File: src/rtl/mux_sel_rr_arbiter.sv
// Round-robin arbiter that owns the select of a shared 16:1 mux.
// Grants are registered, held until done/withdraw/hold-limit, then rotated without a bubble.
module mux_sel_rr_arbiter #(
   parameter int unsigned MAX_HOLD = 8
) (
   input  logic        clk,
   input  logic        rst,
   input  logic [15:0] req_i,
   input  logic        done_i,
   output logic [3:0]  sel_o,
   output logic [15:0] gnt_o,
   output logic        gnt_valid_o,
   output logic        preempt_o
);

   typedef enum logic [0:0] {StIdle, StGrant} state_e;

   state_e      state_q, state_d;
   logic [3:0]  ptr_q, ptr_d;
   logic [7:0]  hold_q, hold_d;
   logic [3:0]  sel_q, sel_d;
   logic [15:0] gnt_q, gnt_d;
   logic        valid_q, valid_d;
   logic        preempt_q, preempt_d;

   logic [3:0]  search_start;
   logic [3:0]  idx;
   logic [3:0]  winner;
   logic        found;
   logic        hold_max;
   logic        rel_now;

   // Circular first-one search; after a release the old owner is scanned last.
   always_comb begin
      search_start = (state_q == StIdle) ? ptr_q : sel_q + 4'd1;
      found        = 1'b0;
      winner       = 4'd0;
      idx          = 4'd0;
      for (int i = 0; i < 16; i++) begin
         idx = search_start + 4'(i);
         if (!found && req_i[idx]) begin
            found  = 1'b1;
            winner = idx;
         end
      end
   end

   assign hold_max = (hold_q == 8'(MAX_HOLD));
   assign rel_now  = done_i | ~req_i[sel_q] | hold_max;

   always_ff @(posedge clk or posedge rst) begin
      if (rst) begin
         state_q   <= StIdle;
         ptr_q     <= 4'd0;
         hold_q    <= 8'd0;
         sel_q     <= 4'd0;
         gnt_q     <= 16'd0;
         valid_q   <= 1'b0;
         preempt_q <= 1'b0;
      end else begin
         state_q   <= state_d;
         ptr_q     <= ptr_d;
         hold_q    <= hold_d;
         sel_q     <= sel_d;
         gnt_q     <= gnt_d;
         valid_q   <= valid_d;
         preempt_q <= preempt_d;
      end
   end

   always_comb begin
      state_d   = state_q;
      ptr_d     = ptr_q;
      hold_d    = hold_q;
      sel_d     = sel_q;
      gnt_d     = gnt_q;
      valid_d   = valid_q;
      preempt_d = 1'b0;
      unique case (state_q)
         StIdle: begin
            gnt_d   = 16'd0;
            valid_d = 1'b0;
            if (found) begin
               state_d = StGrant;
               sel_d   = winner;
               gnt_d   = 16'd1 << winner;
               valid_d = 1'b1;
               hold_d  = 8'd1;
            end
         end
         StGrant: begin
            if (rel_now) begin
               ptr_d     = sel_q + 4'd1;
               preempt_d = hold_max & ~done_i & req_i[sel_q];
               if (found) begin
                  sel_d  = winner;
                  gnt_d  = 16'd1 << winner;
                  hold_d = 8'd1;
               end else begin
                  state_d = StIdle;
                  gnt_d   = 16'd0;
                  valid_d = 1'b0;
                  hold_d  = 8'd0;
               end
            end else begin
               hold_d = hold_q + 8'd1;
            end
         end
         default: state_d = StIdle;
      endcase
   end

   always_comb begin
      sel_o       = sel_q;
      gnt_o       = gnt_q;
      gnt_valid_o = valid_q;
      preempt_o   = preempt_q;
   end

endmodule

File: config.mk
export PLATFORM = sky130hd
export DESIGN_NAME = mux_sel_rr_arbiter
export DESIGN_NICKNAME = d
export VERILOG_FILES = /design/src/rtl/mux_sel_rr_arbiter.sv
export SDC_FILE = /design/constraint.sdc
export NUM_CORES = 1
export LEC_CHECK = 0
export ABC_AREA = 1
export CAP_MARGIN = 25
export CORE_MARGIN = 2
export CORE_UTILIZATION = 54
export CTS_CLUSTER_DIAMETER = 100
export CTS_CLUSTER_SIZE = 8
export DETAILED_ROUTE_END_ITERATION = 8
export PLACE_DENSITY_LB_ADDON = 0.1
export SETUP_SLACK_MARGIN = 0.1
export SYNTH_ARGS = -nofsm -noshare
export SYNTH_HDL_FRONTEND = slang
export SYNTH_SLANG_ARGS = --single-unit
File: constraint.sdc
create_clock -name clk -period 4.1 [get_ports clk]
set_clock_uncertainty 0.05 [all_clocks]
set_input_delay 0.41 -clock clk [delete_from_list [all_inputs] [get_ports clk]]
set_output_delay 0.41 -clock clk [all_outputs]
set_load 0.01 [all_outputs]
* Word-level counts from Yosys, hierarchy flattened *
Cells that the tools add are included.

operators by class
  shift operators = 1
  $add $sub $neg = 17
  eq/ne operators = 4
  bitwise gates (word level) = 7
  order comparisons = 17
  mux-type cells = 85
  reduce and logical (&&, ||, !) cells = 32

operators by type and width
  operator                                                     count
  less-than comparator 4 x 5 -> 1 bit (second input constant)  17
  two-way mux 4 bit                                            19
  binary-select mux 1 bit (select 4 bit)                       17
  two-way mux 1 bit                                            40
  adder 4 bit (second input constant)                          8
  two-way mux 16 bit                                           2
  one-hot mux 16 bit (2 select lines)                          1
  adder 4 x 3 -> 4 bit (second input constant)                 4
  two-way mux 8 bit                                            2
  one-hot mux 8 bit (2 select lines)                           1
  << shifter 1 x 4 -> 16 bit (first input constant)            1
  logical AND 1 bit                                            15
  logical NOT 1 bit                                            15
  adder 4 x 1 -> 4 bit (second input constant)                 2
  adder 4 x 2 -> 4 bit (second input constant)                 2
  adder 8 x 1 -> 8 bit (second input constant)                 1
  equality test 8 x 4 -> 1 bit (second input constant)         1
  one-hot mux 4 bit (2 select lines)                           1
  != test 2 bit (second input constant)                        2
  one-hot mux 1 bit (2 select lines)                           2
  AND reduction 2 bit                                          2
  inverter 1 bit                                               3
  AND 1 bit                                                    2
  != test 2 x 1 -> 1 bit (second input constant)               1
  OR 1 bit                                                     2

word-level totals
  input bits = 19
  bits in registers = 35

* Longest topological paths before layout *
Gate-level depths: netlist of the first run.

  depth after elaboration = 54
  depth in mapped cells = 32
  mapped depth without buffers = 30

* Worst setup path after synthesis of the first run *
No wires, ideal clock.

  kind = register to register
  start point = register sel_q[0] (netlist: sel_o[0])
  end point = register gnt_q[1] (netlist: gnt_o[1])
  arrival = 3.739 ns
  stages on the path, launching flop included = 29
  library setup time = 0.118 ns
  slack = 0.193 ns
  period minus slack after synthesis = 3.907 ns
  cell sequence = dfrtp_1 -> ha_1 -> inv_1 -> nand2_1 -> o21ai_2 -> buf_4 -> ha_1 -> buf_2 -> clkinv_1 -> buf_2 -> nand2_1 -> nand2_1 -> nand2_1 -> nand3_1 -> nand2_2 -> nor2_4 -> nand4_2 -> nor2_4 -> nand4_4 -> nor2_8 -> nand4_4 -> nor2_4 -> nand3b_4 -> nor2_4 -> inv_2 -> nand2_2 -> nor2_1 -> nand3_1 -> nand2_1

on the way
  longest elaborated chain between the ends = 54

RTL lines
  element                                                                        line  text
  from (decl)                                                                    21    logic [3:0] sel_q, sel_d;
  from (signal assigned)                                                         64    sel_q <= sel_d;
  parallel branches: the longest is 54 deep, another holds adder 4 x 1 -> 4 bit  n/a
  to (signal assigned)                                                           65    gnt_q <= gnt_d;
  to (decl)                                                                      22    logic [15:0] gnt_q, gnt_d;

Parallel ways; which one is timed is not known. The select of a mux whose other input is x is not followed.
A chain may end at the register's enable or synchronous reset.

* Final worst setup path of the first run *
  start point = register sel_q[1] (netlist: sel_o[1])
  end point = register gnt_q[5] (netlist: gnt_o[5])

The elaborated chain is that of the path after synthesis.

==> reports/metrics.csv, run 1 <==
metric,value,unit
outcome,"complete, no violations",
synth unique cells,47,
Placer Congestion,1.022,
grt peak-use layer,met2,
DP HPWL,11.22,mm
synth top area cells,"nand2_1, dfrtp_1, nand3_1",
drt first-iter violations,503,
Layout Nets,869,
min Tclk post-route,3.893,ns
Slew HR,0.4558,
largest net degree at the start of global routing,36,
Final Max Tran Viols,0,
drt wl/cell,16.16,um
Initial Util,0.5623,
"flops & latches, synth",35,
n_diodes,0,
clock buffer count from CTS,5,
TritonCTS clock tree,yes,
post-synthesis cell area,4643,um2
Syn Nets,796,
critical path type,reg -> reg,
GR met2 Demand/Resource,0.5208,
Yosys warning count,0,
# rows,33,
IO buf count,40,
final worst path period share,0.9495,
remaining routing DRC violations,0,
Cells on Worst Hold Path,2,
Routed WL,15.29,mm
Worst-path clk slew,0.07,ns
synth-to-layout area growth,23.82,%
cells on worst reg2reg path,26,
reg-to-reg critical path startpoint,sel_o[1],
FILL cells,729,
cell count after synthesis,767,
crit path DAT,4.07,ns
Die X,96.73,um
via count of the first global-routing pass,5082,
Setup crit start kind,flop,
Avg Inst Size Synth,6.054,um2
Max Buffers Root-to-Sink,2,
crit-path max FO,12,
RR Endpoint,gnt_o[5],
fmax,256.9,MHz
post-route ant nets,0,
Die ar.,9357,um2
Final Cell Area,5749,um2
"Hold Vio Cnt, Final",0,
CORE AREA,8258,um2
DRT Pass-1 Iters,5,
DR vias,5532,
Skew-Pair Late Insertion Delay,0.29,ns
Post-DP Area,5205,um2
gr ovfl total,0,
crit path from,sel_o[1],
Slew @ Worst Pin,0.8077,ns
cts hold-fix bufs,0,
hold path start,gnt_o[3],
CP Capture Type,flop,
antenna violations before repair,0,
GRT Overall Usage,0.3096,
worst min-delay path class,reg -> reg,
post-synth top area share,0.1948,
sequential fraction of the synthesis area,0.1886,
IO Pins,41,
die height,96.73,um
H-tree depth reported by CTS,2,
share of cells above drive strength 1,0.2045,
routed vias/inst,5.848,
grt met3 use,0.03324,
met1 Use GR,0.4065,
max-capacitance violation count,0,
r2r setup slk,0.21,ns
clock root buffer,clkbuf_8,
final setup vio count,0,
clock sink total,35,
CP Data Required Time,4.28,ns
top cell type by total area after synthesis,nand2_1,
first-pass GRT wire length,24.32,mm
hold worst-path end,gnt_o[3],
==> stage by stage <==
step	setup TNS, ns	cells	hold slack [ns]	utilization	setup WS (ns)
final	0	946	0.4276	0.6962	0.2071
after global routing	-0.001995	946	0.4688	0.6962	-0.001995
after CTS	0	922	0.4340	0.6444	0.1611
after detailed placement	0	914	0.4150	0.6303	0.06855
after global placement	0	914	0.4148	0.6303	0.1499
after floorplan	0	767	0.4263	-	0.1929
==> registers in the layout, indices dropped and copies added, names as in the netlist <==
| register | flops |
|---|---|
| gnt_o | 16 |
| gnt_valid_o | 1 |
| hold_q | 8 |
| preempt_o | 1 |
| ptr_q | 4 |
| sel_o | 4 |
| state_q | 1 |
==> critical path, cell delays in order, from the launching register on <==
cell      delay [ns]
dfrtp_1         0.39
ha_2            0.32
inv_2           0.05
nand2_2         0.07
o21ai_4         0.08
ha_4            0.32
buf_12          0.14
nand3_1         0.07
nand2_1         0.13
nand2_1         0.08
nand3_2         0.09
nand2_2         0.10
nor2_4          0.19
nand4_4         0.11
nor2_4          0.17
nand4_4         0.13
nor2_8          0.18
nand4_4         0.12
nor2_4          0.22
nand3b_4        0.13
nand2_1         0.08
nand2_1         0.05
nand2_2         0.15
nand2_1         0.10
nor2_1          0.14
nand3_1         0.09
nand2_1         0.08
==> cell usage after synthesis, drive strengths merged <==
library cell	instances
nor3b	1
clkinv	5
a31oi	2
ha	10
a31o	1
o21a	1
o21ai	42
inv	74
and2	1
nand2	265
o21bai	1
nand3	174
nor4	1
nand4	30
dfrtp	35
nor2	68
o22ai	1
or2	1
nor3	2
a21o	1
a21oi	19
clkbuf	4
nand3b	3
xor2	6
buf	19
==> metal layers <==
layer / routed length [um] / share of wire
met4: 463 / 0.030
met2: 7268 / 0.48
met3: 1059 / 0.069
met1: 6498 / 0.43
met5: 0 / 0
==> worst max path at each step <==
stage,end,slack [ns],depth (start not counted)
2_1_floorplan,gnt_o[1],0.19,28
3_3_place_gp,gnt_o[6],0.15,25
3_5_place_dp,gnt_o[6],0.07,25
4_1_cts,gnt_o[5],0.16,25
5_1_grt,gnt_o[6],-0.002,24
6_report,gnt_o[5],0.21,26
==> logic make-up after synthesis <==
group | count (synthesis) | share of synthesized area
AO/OA/AOI/OAI | 68 | 0.09081
XOR/XNOR | 6 | 0.01294
adder cells (fa/ha/maj) | 10 | 0.02695
buffers and inverters | 102 | 0.09862
flip-flops | 35 | 0.1886
AND/OR/NAND/NOR | 546 | 0.5821
==> cell usage in the layout, fill, tap and decap left out, types with 2 or more instances in the layout <==
master,Yosys,routed
a21oi_1,18,18
buf_4,7,42
buf_6,5,4
clkbuf_8,0,5
clkdlybuf4s50_1,0,40
clkinv_1,4,3
clkinv_4,0,2
dfrtp_1,35,34
ha_1,10,5
ha_4,0,4
inv_1,65,62
inv_2,8,10
inv_4,1,2
nand2_1,241,229
nand2_2,18,23
nand2_4,6,13
nand3_1,164,159
nand3_2,8,13
nand3_4,2,3
nand3b_1,2,2
nand4_1,23,23
nand4_4,4,6
nor2_1,54,49
nor2_2,5,7
nor2_4,8,11
nor3_1,2,2
o21ai_0,26,23
o21ai_1,5,8
o21ai_2,10,9
o21ai_4,1,2
xor2_1,5,4
xor2_2,1,2
==> cell type report <==
cell class,count,area [um2],area share
Clock inverter,3,43.79,0.007617
Inverter,79,311.5,0.05419
Timing Repair Buffer,88,785.8,0.1367
Multi-Input combinational cell,631,3531,0.6141
Sequential cell,35,877.1,0.1526
Tap cell,105,131.4,0.02285
Clock buffer,5,68.82,0.01197
==> what timing repair did <==
item | CTS | global route
setup buffers | 0 | 22
hold endpoints to repair | 0 | 0
resized for setup | 2 | 65
cloned | 0 | 2
setup endpoints to repair | 16 | 26
pin swaps | 0 | 25
Power of run 1 is not shown: default switching activity piles up to over one toggle a cycle in this logic, so the estimate is an artifact.
==> inputs of run 2 (changes only) <==
--- a/config.mk
+++ b/config.mk
@@ -12,8 +12,10 @@
 export CTS_CLUSTER_DIAMETER = 100
 export CTS_CLUSTER_SIZE = 8
 export DETAILED_ROUTE_END_ITERATION = 8
+export HOLD_SLACK_MARGIN = 0.05
 export PLACE_DENSITY_LB_ADDON = 0.1
 export SETUP_SLACK_MARGIN = 0.1
+export SLEW_MARGIN = 20
 export SYNTH_ARGS = -nofsm -noshare
 export SYNTH_HDL_FRONTEND = slang
 export SYNTH_SLANG_ARGS = --single-unit
==> results of run 2 <==
The final DEF is identical to that of run 1; final timing and power are the same.
Power of run 2 is left out for the same reason.
==> inputs of run 3 (changes only) <==
--- a/config.mk
+++ b/config.mk
@@ -9,7 +9,7 @@
 export CAP_MARGIN = 25
 export CORE_MARGIN = 2
 export CORE_UTILIZATION = 54
-export CTS_CLUSTER_DIAMETER = 100
+export CTS_CLUSTER_DIAMETER = 50
 export CTS_CLUSTER_SIZE = 8
 export DETAILED_ROUTE_END_ITERATION = 8
 export HOLD_SLACK_MARGIN = 0.05
==> results of run 3 <==
The final DEF is identical to that of run 1; final timing and power are the same.
Power of run 3 is left out for the same reason.
